===== config.mk =====
export PLATFORM = sky130hd
export DESIGN_NAME = key_and_sync_loader_flat
export DESIGN_NICKNAME = d
export VERILOG_FILES = /design/src/rtl/aes_model_pack.sv /design/src/rtl/dvr_if.sv /design/src/rtl/key_and_sync_word_packer.sv /design/src/rtl/key_and_sync_loader.sv /design/src/flat_wrapper.sv
export SDC_FILE = /design/constraint.sdc
export NUM_CORES = 1
export LEC_CHECK = 0
export ABC_AREA = 1
export CORE_MARGIN = 2
export CORE_UTILIZATION = 50
export DETAILED_ROUTE_END_ITERATION = 8
export PLACE_DENSITY_LB_ADDON = 0.3
export SLEW_MARGIN = 30
export SYNTH_ARGS = -nofsm -noshare
export SYNTH_HDL_FRONTEND = slang
export SYNTH_HIERARCHICAL = 1
export SYNTH_SLANG_ARGS = --single-unit
export TNS_END_PERCENT = 20

===== constraint.sdc =====
create_clock -name clk -period 3.45 [get_ports clk]
set_clock_uncertainty 0.05 [all_clocks]
set_input_delay 0.69 -clock clk [delete_from_list [all_inputs] [get_ports clk]]
set_output_delay 0.69 -clock clk [all_outputs]
set_load 0.01 [all_outputs]

===== src/rtl/aes_model_pack.sv =====
// aes_model_pack: shared AES model constants and types, plus the key/sync loader frame width and state type.
package aes_model_pack;
   localparam int BLOCK_SIZE = 128;
   localparam int KEY_SYNC_W = 2 * BLOCK_SIZE;
   typedef logic [7:0] byte_table [0:255];
   typedef enum logic {COLLECT, SEND} loader_state_t;
endpackage


===== src/rtl/dvr_if.sv =====
// dvr_if: data/valid/ready handshake channel; a transfer occurs when valid and rdy are both high.
interface dvr_if #(parameter int W = 256);
   logic [W-1:0] data;
   logic         valid;
   logic         rdy;
   modport master (output data, output valid, input rdy);
   modport slave  (input data, input valid, output rdy);
endinterface


===== src/rtl/key_and_sync_word_packer.sv =====
// key_and_sync_word_packer: places config words into the key/sync assembly register and flags short/long frames.
module key_and_sync_word_packer
   import aes_model_pack::*;
#(parameter int WORD_W = 32) (
   input  logic                  clk,
   input  logic                  rst,
   input  logic [WORD_W-1:0]     word,
   input  logic                  accept,
   input  logic                  last,
   output logic [KEY_SYNC_W-1:0] frame_next,
   output logic                  frame_complete,
   output logic                  frame_err
);
   localparam int NUM_WORDS = KEY_SYNC_W / WORD_W;
   localparam int CW = $clog2(NUM_WORDS);
   logic [CW-1:0]         word_cnt;
   logic [KEY_SYNC_W-1:0] asm_q;
   logic                  at_end;
   assign at_end = word_cnt == CW'(NUM_WORDS - 1);
   assign frame_complete = accept && last && at_end;
   // Short frame (last too early) or long frame (no last on the final slot).
   assign frame_err = accept && (last != at_end);
   always_comb begin
      frame_next = asm_q;
      frame_next[word_cnt*WORD_W +: WORD_W] = word;
   end
   always_ff @(posedge clk or negedge rst) begin
      if (!rst) begin
         word_cnt <= '0;
         asm_q    <= '0;
      end else if (accept) begin
         asm_q    <= frame_next;
         word_cnt <= (last || at_end) ? '0 : word_cnt + 1'b1;
      end
   end
endmodule


===== src/rtl/key_and_sync_loader.sv =====
// key_and_sync_loader: gathers word-serial key/sync config into a 256-bit frame for the AES core
// and tracks sync-overlapse events so software knows a re-key is pending.
module key_and_sync_loader
   import aes_model_pack::*;
#(parameter int WORD_W = 32) (
   input  logic              clk,
   input  logic              rst,
   input  logic [WORD_W-1:0] cfg_word,
   input  logic              cfg_vld,
   input  logic              cfg_last,
   output logic              cfg_rdy,
   dvr_if.master             key_and_sync_out,
   input  logic              sync_overlapse_irq,
   output logic              load_done,
   output logic              frame_err,
   output logic              rekey_pending,
   output logic [15:0]       frames_sent
);
   loader_state_t         state_q, state_d;
   logic [KEY_SYNC_W-1:0] frame_next, data_q;
   logic                  frame_complete, pack_err, valid_q, handshake, irq_q, irq_rise_q;
   assign cfg_rdy = state_q == COLLECT;
   assign handshake = state_q == SEND && key_and_sync_out.rdy;
   assign key_and_sync_out.data = data_q;
   assign key_and_sync_out.valid = valid_q;
   key_and_sync_word_packer #(.WORD_W(WORD_W)) u_packer (
      .clk            (clk),
      .rst            (rst),
      .word           (cfg_word),
      .accept         (cfg_vld && cfg_rdy),
      .last           (cfg_last),
      .frame_next     (frame_next),
      .frame_complete (frame_complete),
      .frame_err      (pack_err)
   );
   always_comb begin
      state_d = (state_q == COLLECT) ? (frame_complete ? SEND : COLLECT) : (handshake ? COLLECT : SEND);
   end
   always_ff @(posedge clk or negedge rst) begin
      if (!rst) begin
         state_q       <= COLLECT;
         data_q        <= '0;
         valid_q       <= 1'b0;
         load_done     <= 1'b0;
         frame_err     <= 1'b0;
         rekey_pending <= 1'b0;
         frames_sent   <= '0;
         irq_q         <= 1'b0;
         irq_rise_q    <= 1'b0;
      end else begin
         state_q       <= state_d;
         data_q        <= frame_complete ? frame_next : data_q;
         valid_q       <= state_d == SEND;
         load_done     <= handshake;
         frame_err     <= pack_err;
         frames_sent   <= frames_sent + {15'd0, handshake};
         irq_q         <= sync_overlapse_irq;
         irq_rise_q    <= sync_overlapse_irq && !irq_q;
         // A new overlapse landing on the delivery edge must survive the clear.
         rekey_pending <= irq_rise_q || (rekey_pending && !handshake);
      end
   end
endmodule


===== src/flat_wrapper.sv =====
// flat-port wrapper written by rule: the top's interface ports become plain ports
module key_and_sync_loader_flat import aes_model_pack::*;
#(parameter int WORD_W = 32)
  (clk, rst, cfg_word, cfg_vld, cfg_last, cfg_rdy, sync_overlapse_irq, load_done, frame_err, rekey_pending, frames_sent, key_and_sync_out_data, key_and_sync_out_valid, key_and_sync_out_rdy);
  dvr_if #(.W(256)) key_and_sync_out_i ();
  input  logic clk;
  input  logic rst;
  input  logic [WORD_W-1:0] cfg_word;
  input  logic cfg_vld;
  input  logic cfg_last;
  output logic cfg_rdy;
  input  logic sync_overlapse_irq;
  output logic load_done;
  output logic frame_err;
  output logic rekey_pending;
  output logic [15:0] frames_sent;
  output wire logic [$bits(key_and_sync_out_i.data)-1:0] key_and_sync_out_data;
  output wire logic [$bits(key_and_sync_out_i.valid)-1:0] key_and_sync_out_valid;
  input wire logic [$bits(key_and_sync_out_i.rdy)-1:0] key_and_sync_out_rdy;
  assign key_and_sync_out_data = key_and_sync_out_i.data;
  assign key_and_sync_out_valid = key_and_sync_out_i.valid;
  assign key_and_sync_out_i.rdy = key_and_sync_out_rdy;
  key_and_sync_loader #(.WORD_W(WORD_W)) u_core (.clk(clk), .rst(rst), .cfg_word(cfg_word), .cfg_vld(cfg_vld), .cfg_last(cfg_last), .cfg_rdy(cfg_rdy), .key_and_sync_out(key_and_sync_out_i), .sync_overlapse_irq(sync_overlapse_irq), .load_done(load_done), .frame_err(frame_err), .rekey_pending(rekey_pending), .frames_sent(frames_sent));
endmodule

======== Word-level counts from Yosys, hierarchy flattened ========
Cells that the tools add are included.
word-level totals
  output and inout port bits .............. 277
  bits of input ports ..................... 38
  logic and storage cells ................. 34
  register bits ........................... 537
operators by class
  shifts and indexed selects .............. 2
  multiplexer cells ....................... 5
  equal/unequal tests ..................... 2
  bitwise gates (word level) .............. 1
  reductions and logical operators ........ 11
  add/subtract/negate cells ............... 3
operators by type and width
  kind                                                      number
  bitwise mux 256 bit                                       1
  variable shift 32 x 34 -> 256 bit (first input constant)  1
  indexed part select 32 x 34 -> 256 bit                    1
  negator 8 -> 34 bit                                       1
  adder 16 x 1 -> 16 bit                                    1
  logical AND 1 bit                                         7
  adder 3 x 1 -> 3 bit (second input constant)              1
  == test 3 bit (second input constant)                     1
  2-to-1 mux 1 bit                                          3
  2-to-1 mux 3 bit                                          1
  zero test 1 bit                                           2
  logical OR 1 bit                                          2
  inequality test 1 bit                                     1
  inverter 1 bit                                            1

======== Logic depth before layout (Yosys ltp) ========
Gate-level depths: netlist of run 1.
  word-level depth ........................ 6
  gate-level depth with buffers ........... 15
  gate-level depth less buffers ........... 11

======== Modules after synthesis ========
Netlist of run 1, hierarchy kept.
modules (own cells, without submodules)
  module                    times used  sequential area each (um^2)  cells an instance  area an instance (um^2)
  key_and_sync_word_packer  1           6481.2                       2085               14836.7
  key_and_sync_loader       1           6956.7                       649                11478.5

======== Worst setup path before layout of run 1 ========
Ideal clock, no wire load.
  path kind ............................... register to register
  from .................................... register u_core.u_packer.word_cnt[0]
  to ...................................... register u_core.data_q[10], in the netlist u_core/key_and_sync_out.data[10]
  period minus slack after synthesis ...... 2.402 ns
  arrival ................................. 2.227 ns
  library setup time ...................... 0.125 ns
  data required time ...................... 3.275 ns
  buffers on the path ..................... 3
  cell stages (with the launch flop) ...... 13
  setup slack ............................. 1.048 ns
  cell sequence ........................... dfrtp_1 -> buf_6 -> inv_2 -> ha_1 -> ha_1 -> buf_6 -> inv_2 -> nand2_1 -> nor2_1 -> buf_2 -> nand3_1 -> and2_1 -> mux2_2
between the ends
  longest elaborated chain between the ends .. 3
  elaborated cells between the ends (all ways) .. 6
  those cells by class .................... add/sub: 1; eq/ne: 1; shift: 2; mux: 1; reduce/logical: 1
ends and longest elaborated chain
  element                                                                                      RTL line                        text
  from (decl)                                                                                  key_and_sync_word_packer.sv:16  logic [CW-1:0] word_cnt;
  from (signal assigned)                                                                       key_and_sync_word_packer.sv:33  word_cnt <= (last || at_end) ? '0 : word_cnt + 1'b1;
  negator 8 -> 34 bit (*)                                                                      key_and_sync_word_packer.sv:25  frame_next[word_cnt*WORD_W +: WORD_W] = word;
  indexed part select 32 x 34 -> 256 bit or variable shift 32 x 34 -> 256 bit (tied branches)  key_and_sync_word_packer.sv:25
  bitwise mux 256 bit (*)                                                                      key_and_sync_word_packer.sv:25
  via u_core.frame_next[10]                                                                    key_and_sync_loader.sv:20       logic [KEY_SYNC_W-1:0] frame_next, data_q;
  to (signal assigned)                                                                         key_and_sync_loader.sv:52       data_q <= frame_complete ? frame_next : data_q;
  to (decl)                                                                                    key_and_sync_loader.sv:20
The timed path passes the listed nets; every way through them passes the cells marked *.
A chain may end at the register's enable or synchronous reset.

======== Worst setup path after layout of run 1 ========
  from .................................... register u_core.u_packer.word_cnt[1]
  to ...................................... register u_core.data_q[10], in the netlist u_core/key_and_sync_out.data[10]
Same word-level chain as after synthesis.

==> results.toml, run 1 <==
[critical_path]
crit_type = "register to register"
reg2regPathDepth = 7
cp_max_fo = 33
crit_path_end_kind = "register"
crit_chain = "nor2_1 > nand2_2 > inv_2 > nand2_2 > nand2_1 > and2_1 > mux2_2"
max_stage_delay_ns = 0.66
cp-start-kind = "register"
cp.arrival_ns = 3.58
critPathRequiredTime_ns = 3.95
cp_slowest_cell = "inv_2"
cpMostUsedCell = "nand2_2"

[routing]
vias = 20400
viasPerCell = 5.47
drt-total-wl_um = 75200
wl_per_cell_um = 20.1
drtPass1Iterations = 7
drc = 0
drt_iter0_markers = 2218
drtAntennaViolNets = 0

[power]
power_frac_seq_pct = 37.9
clkPwrFrac_pct = 29.6
p_sw_share_pct = 34.9
peakVddDrop_uv = 433
power.switching_w = 0.00792
p_per_area_mw_per_mm2 = 707
combPwrFrac_pct = 32.5
p_int_w = 0.0148
power.leakage_nw = 15.5

[floorplan]
boundaryPins = 315
coreArea_sq_mm = 0.0523
die-area_sq_mm = 0.0545
die_h_um = 233
fp.dieW_um = 233
start_util_pct = 50.3
num_rows = 84

[place]
hpwl_um = 49600
port_buffers = 314
place_inst = 3624
gp_congestion = 0.866
placed_area_sq_mm = 0.0300

[status]
status = "completed"

[global_route]
first_global_vias = 19800
antenna_found_initial = 0
grt_max_degree = 211
grt_usage_pct = 27.4
grt_overflow = 0
grt_pass1_wl_um = 114000

[timing]
finalCritPeriodShare_pct = 89.4
worst_slew_pin_slew_ns = 1.07
final-hold-violation-count = 0
slew_headroom_pct = 28.4
rsz0062_at_grt = "false"
setup_viol = 0
max_freq_mhz = 324
slew_viol_final = 0
finalCriticalPeriod_ns = 3.09
fin_tns_setup_ns = 0

[yosys]
synth_cell_types = 33
yosys_warnings = 6
netlist_instances = 2734
synth.net_count = 2783
avgSynthCellArea_sq_um = 9.63
seq_area_frac_synth_pct = 51.1
netlist_area_sq_mm = 0.0263
synth_seq_cells = 537

[clock_network]
cts.reportedPaths.clkPinSlew_ns = 0.07
postCtsSetupBuffers = 0
root_buffer = "clkbuf_16"
tritoncts = "yes"
cts_max_level = 2
cts_sinks = 537
worst_skew_pair.late_latency_ns = 0.62
ctsHoldBuffers = 0
clk_path_buf_depth = 3
cts_resized = 0
cts_made_buffers = 57

[cells_and_area]
final-seq-area_sq_mm = 0.0134
num-fill-cells = 4254
syn_to_final_growth_pct = 21.9
multiInputGateArea_sq_mm = 0.0110
postLayoutCellArea_sq_mm = 0.0321
final_nets = 3044
final_cell_count_no_fill = 3733
drive_gt1_share_pct = 15.6

[hold_path]
hp-class = "primary input to async pin"

[flow_run]
max_cap_violations = 0
[cells by family after synthesis]
group | synth area share [%]
adder cells (fa/ha/maj) | 0.523
flip-flops | 51.1
XOR/XNOR | 0.266
AO/OA/AOI/OAI | 4.88
multiplexers | 14.2
buffers and inverters | 7.20
AND/OR/NAND/NOR | 21.8
[sequential cells by signal, summed over array words and instances (netlist names)]
register,flops
u_core/irq_q,1
u_core/frames_sent,16
u_core/rekey_pending,1
u_core/key_and_sync_out.data,256
u_core/load_done,1
u_core/key_and_sync_out.valid,1
u_core/frame_err,1
u_core/u_packer/asm_q,256
u_core/irq_rise_q,1
u_core/u_packer/word_cnt,3
[worst max-delay path: cells and delay by family (launching register included)]
kind | cells | cell delay (ns)
and+or+nand+nor | 5 | 1.70
buffers and inverters | 1 | 0.66
DFF | 1 | 0.41
muxes | 1 | 0.15
[power groups by stage]
stage | Clock [W] | Sequential (W) | Combinational, W
final | 0.00671 | 0.00861 | 0.00738
after CTS | 0.00685 | 0.00860 | 0.00734
after global placement | 0 | 0.00862 | 0.00698
after global routing | 0.00709 | 0.00875 | 0.00818
after detailed placement | 0 | 0.00869 | 0.00728
after floorplan | 0 | 0.00862 | 0.00480
[synthesized netlist by cell type]
cell type / number / area share (%)
o21ai_0: 154 / 2.9
xnor2_1: 3 / 0.10
nand3_1: 361 / 6.9
nor2_1: 27 / 0.39
buf_4: 13 / 0.37
nand2_1: 751 / 11
nand4_1: 5 / 0.12
buf_2: 50 / 0.95
dfrtp_1: 537 / 51
nand3b_1: 1 / 0.029
nor2_4: 1 / 0.043
nor3_1: 1 / 0.019
nand2_2: 3 / 0.071
a21o_1: 1 / 0.029
ha_1: 11 / 0.52
xor2_1: 5 / 0.17
inv_2: 6 / 0.086
inv_1: 213 / 3.0
nor2_2: 3 / 0.071
nand2_4: 1 / 0.043
mux2_2: 27 / 1.2
and2_1: 145 / 3.4
buf_1: 6 / 0.086
buf_8: 12 / 0.68
buf_6: 22 / 0.94
buf_12: 1 / 0.076
o21ai_1: 42 / 0.80
a21oi_2: 1 / 0.033
o22ai_1: 1 / 0.024
o21ai_2: 32 / 1.1
clkbuf_1: 68 / 0.97
mux2_4: 229 / 13
nor3_2: 1 / 0.038
[final cells by class]
type	count	share of cell area [%]
inverter	219	2.57
multi-input combinational	1806	34.4
antenna	1	0.00780
sequential	537	41.9
tap	688	2.68
clock buffer	82	5.40
timing repair buffer	374	12.0
clock inverter	26	1.14
[through the flow]
| step | power [W] | setup slack [ns] | hold slack, ns | utilization, % |
|---|---|---|---|---|
| floorplan | 0.0134 | 1.05 | 0.326 | - |
| global placement | 0.0156 | 0.336 | 0.335 | 57.2 |
| detailed placement | 0.0160 | 0.430 | 0.346 | 57.3 |
| CTS | 0.0228 | 0.436 | 0.0111 | 61.3 |
| global route | 0.0240 | 0.157 | 0.0514 | 61.3 |
| finish | 0.0227 | 0.365 | 0.0181 | 61.3 |
[final timing paths]
kind | start | end | slack (ns)
setup / recovery | u_core/u_packer/word_cnt[1]$_DFFE_PN0P_ | u_core/key_and_sync_out.data[10]$_DFFE_PN0P_ | 0.36
setup reg to reg | u_core/u_packer/word_cnt[1]$_DFFE_PN0P_ | u_core/key_and_sync_out.data[10]$_DFFE_PN0P_ | 0.36
max in group asynchronous | rst | u_core/u_packer/asm_q[124]$_DFFE_PN0P_ | 2.19
hold / removal | rst | u_core/key_and_sync_out.data[66]$_DFFE_PN0P_ | 0.02
min in group clk | u_core/irq_q$_DFF_PN0_ | u_core/irq_rise_q$_DFF_PN0_ | 0.36
hold reg to reg | u_core/irq_q$_DFF_PN0_ | u_core/irq_rise_q$_DFF_PN0_ | 0.36
[per-layer routing]
layer,share of wire (%),global-route usage [%]
met1,43,38.2
met3,7.6,5.13
met4,4.3,12.3
met2,45,41.7
met5,0,0
[layout by cell type, fill, tap and decap left out, types with 17 or more instances in the layout]
| master | netlist | routed |
|---|---|---|
| clkbuf_8 | 0 | 17 |
| nand2_1 | 751 | 748 |
| mux2_4 | 229 | 229 |
| and2_1 | 145 | 145 |
| o21ai_1 | 42 | 42 |
| buf_4 | 13 | 41 |
| o21ai_0 | 154 | 154 |
| buf_12 | 1 | 17 |
| nand3_1 | 361 | 361 |
| dfrtp_1 | 537 | 536 |
| o21ai_2 | 32 | 32 |
| mux2_2 | 27 | 27 |
| nor2_1 | 27 | 25 |
| inv_1 | 213 | 212 |
| clkbuf_16 | 0 | 59 |
| clkdlybuf4s50_1 | 0 | 313 |
No activity file was read; power rests on OpenSTA's default activity.
==> run 2: changes to the inputs <==
Settings changed: ABC_CLOCK_PERIOD_IN_PS from default to 3450, CORE_UTILIZATION 50 to 30.
==> run 2 against run 1 <==
Against the previous run: sequential power fell by 0.6%; critical path depth unchanged; global-route usage shrank 8.8 points; cell count increased by 13%; design area is 3.3% higher; power grew 2.6%; routed wire length is 12% higher; combinational power hardly changed; via count decreased by 3.5%; first-iteration DRC count shrank 33%; worst hold slack improved by 0.015 ns.
==> results.toml, run 2 (synthesis results as in run 1) <==
[status]
status = "completed"

[clock_network]
cts_max_level = 3
cts_sinks = 537
cts.reportedPaths.clkPinSlew_ns = 0.06
cts_resized = 0
tritoncts = "yes"
cts_made_buffers = 66
ctsHoldBuffers = 0
clk_path_buf_depth = 3
root_buffer = "clkbuf_16"
postCtsSetupBuffers = 0
worst_skew_pair.late_latency_ns = 0.60

[timing]
slew_headroom_pct = 30.3
finalCritPeriodShare_pct = 82.0
slew_viol_final = 0
worst_slew_pin_slew_ns = 1.04
final-hold-violation-count = 0
fin_tns_setup_ns = 0
setup_slack_ns = 0.620
rsz0062_at_grt = "false"
max_freq_mhz = 353
setup_viol = 0
finalCriticalPeriod_ns = 2.83

[cells_and_area]
layout_common_cells = "nand2_1, dfrtp_1, nand3_1"
final_common_cell = "nand2_1"
postLayoutCellArea_sq_mm = 0.0331
final_nets = 3073
drive_gt1_share_pct = 16.4
syn_to_final_growth_pct = 25.9

[critical_path]
path_delay_family = "buffers and inverters"
cp.arrival_ns = 3.26
crit_chain = "buf_4 > ha_1 > ha_1 > inv_1 > nor3_2 > buf_12 > mux2_4"
crit_path_end_kind = "register"
critPathRequiredTime_ns = 3.88
cp_max_fo = 61
cp-start-kind = "register"
cp_num_buf_inv = 3
crit_type = "register to register"
max_stage_delay_ns = 0.46
cpMostUsedCell = "ha_1"
cp_slowest_cell = "nor3_2"

[power]
power.leakage_nw = 15.7
peakVddDrop_uv = 416
p_per_area_mw_per_mm2 = 703

[routing]
drtPass1Iterations = 8
wl_per_cell_um = 19.8
drtAntennaViolNets = 0
drt-total-wl_um = 83900
viasPerCell = 4.66
drt_iter0_markers = 1478
drc = 0
vias = 19700

[flow_run]
max_cap_violations = 0

[global_route]
antenna_found_initial = 7
grt_usage_pct = 18.6
grt_max_degree = 174
grt_overflow = 0
grt_pass1_wl_um = 126000
first_global_vias = 19300

[place]
gp_congestion = 0.751
port_buffers = 314
place_ws_ns = 0.455
placed_area_sq_mm = 0.0308
hpwl_um = 55500

[floorplan]
start_util_pct = 30.3
fp.dieW_um = 300
coreArea_sq_mm = 0.0869
boundaryPins = 315
die-area_sq_mm = 0.0901
die_h_um = 300
num_rows = 108

[hold_path]
hp-class = "primary input to async pin"
==> run 2: cell type report <==
class                           instances  area (sq um)
Antenna cell                            2          5.00
Clock buffer                           98          2010
Clock inverter                         21           305
Fill cell                            8565         53800
Inverter                              219           825
Multi-Input combinational cell       1806         11000
Sequential cell                       537         13400
Tap cell                             1155          1450
Timing Repair Buffer                  394          4070
==> run 2: worst reg2reg max path, stage by stage (launching register included) <==
cell and delay (ns):
dfrtp_2 0.36, buf_4 0.43, ha_1 0.29, ha_1 0.15, inv_1 0.10, nor3_2 0.46, buf_12 0.42, mux2_4 0.46
==> run 2: metal layers <==
metal | global-route usage, % | routed length (um) | up-vias
met2 | 28.3 | 37700 | 506
met4 | 4.87 | 1680 | 8
met3 | 4.18 | 5130 | 91
li1 | - | - | 9432
met5 | 0 | 47 | -
met1 | 26.4 | 39300 | 9675
==> run 2: through the flow <==
| step | hold WS (ns) | utilization (%) | cells | power [W] |
|---|---|---|---|---|
| 6_report | 0.0331 | 38.1 | 4232 | 0.0233 |
| 5_1_grt | 0.0629 | 38.1 | 4230 | 0.0249 |
| 4_1_cts | 0.0289 | 38.1 | 4230 | 0.0236 |
| 3_5_place_dp | 0.342 | 35.5 | 4111 | 0.0161 |
| 3_3_place_gp | 0.330 | 35.5 | 4111 | 0.0159 |
| 2_1_floorplan | 0.326 | - | 2734 | 0.0134 |
==> run 2: final timing paths <==
kind,to,depth (start not counted),slack (ns),startpoint
min in group clk,u_core/irq_rise_q$_DFF_PN0_,1,0.34,u_core/irq_q$_DFF_PN0_
worst min register to register,u_core/irq_rise_q$_DFF_PN0_,1,0.34,u_core/irq_q$_DFF_PN0_
max in group asynchronous,u_core/u_packer/asm_q[151]$_DFFE_PN0P_,3,2.32,rst
worst max register to register,u_core/key_and_sync_out.data[221]$_DFFE_PN0P_,7,0.62,u_core/u_packer/word_cnt[0]$_DFFE_PN0P_
worst max-delay path,u_core/key_and_sync_out.data[221]$_DFFE_PN0P_,7,0.62,u_core/u_packer/word_cnt[0]$_DFFE_PN0P_
worst min-delay path,u_core/u_packer/asm_q[5]$_DFFE_PN0P_,1,0.03,rst
==> run 2: where the power goes <==
| part | total [W] | internal [W] | switching (W) | leakage [nW] |
|---|---|---|---|---|
| Clock | 0.00736 | 0.00451 | 0.00285 | 1.14 |
| Sequential | 0.00856 | 0.00785 | 0.000706 | 7.19 |
| Combinational | 0.00737 | 0.00286 | 0.00451 | 7.42 |
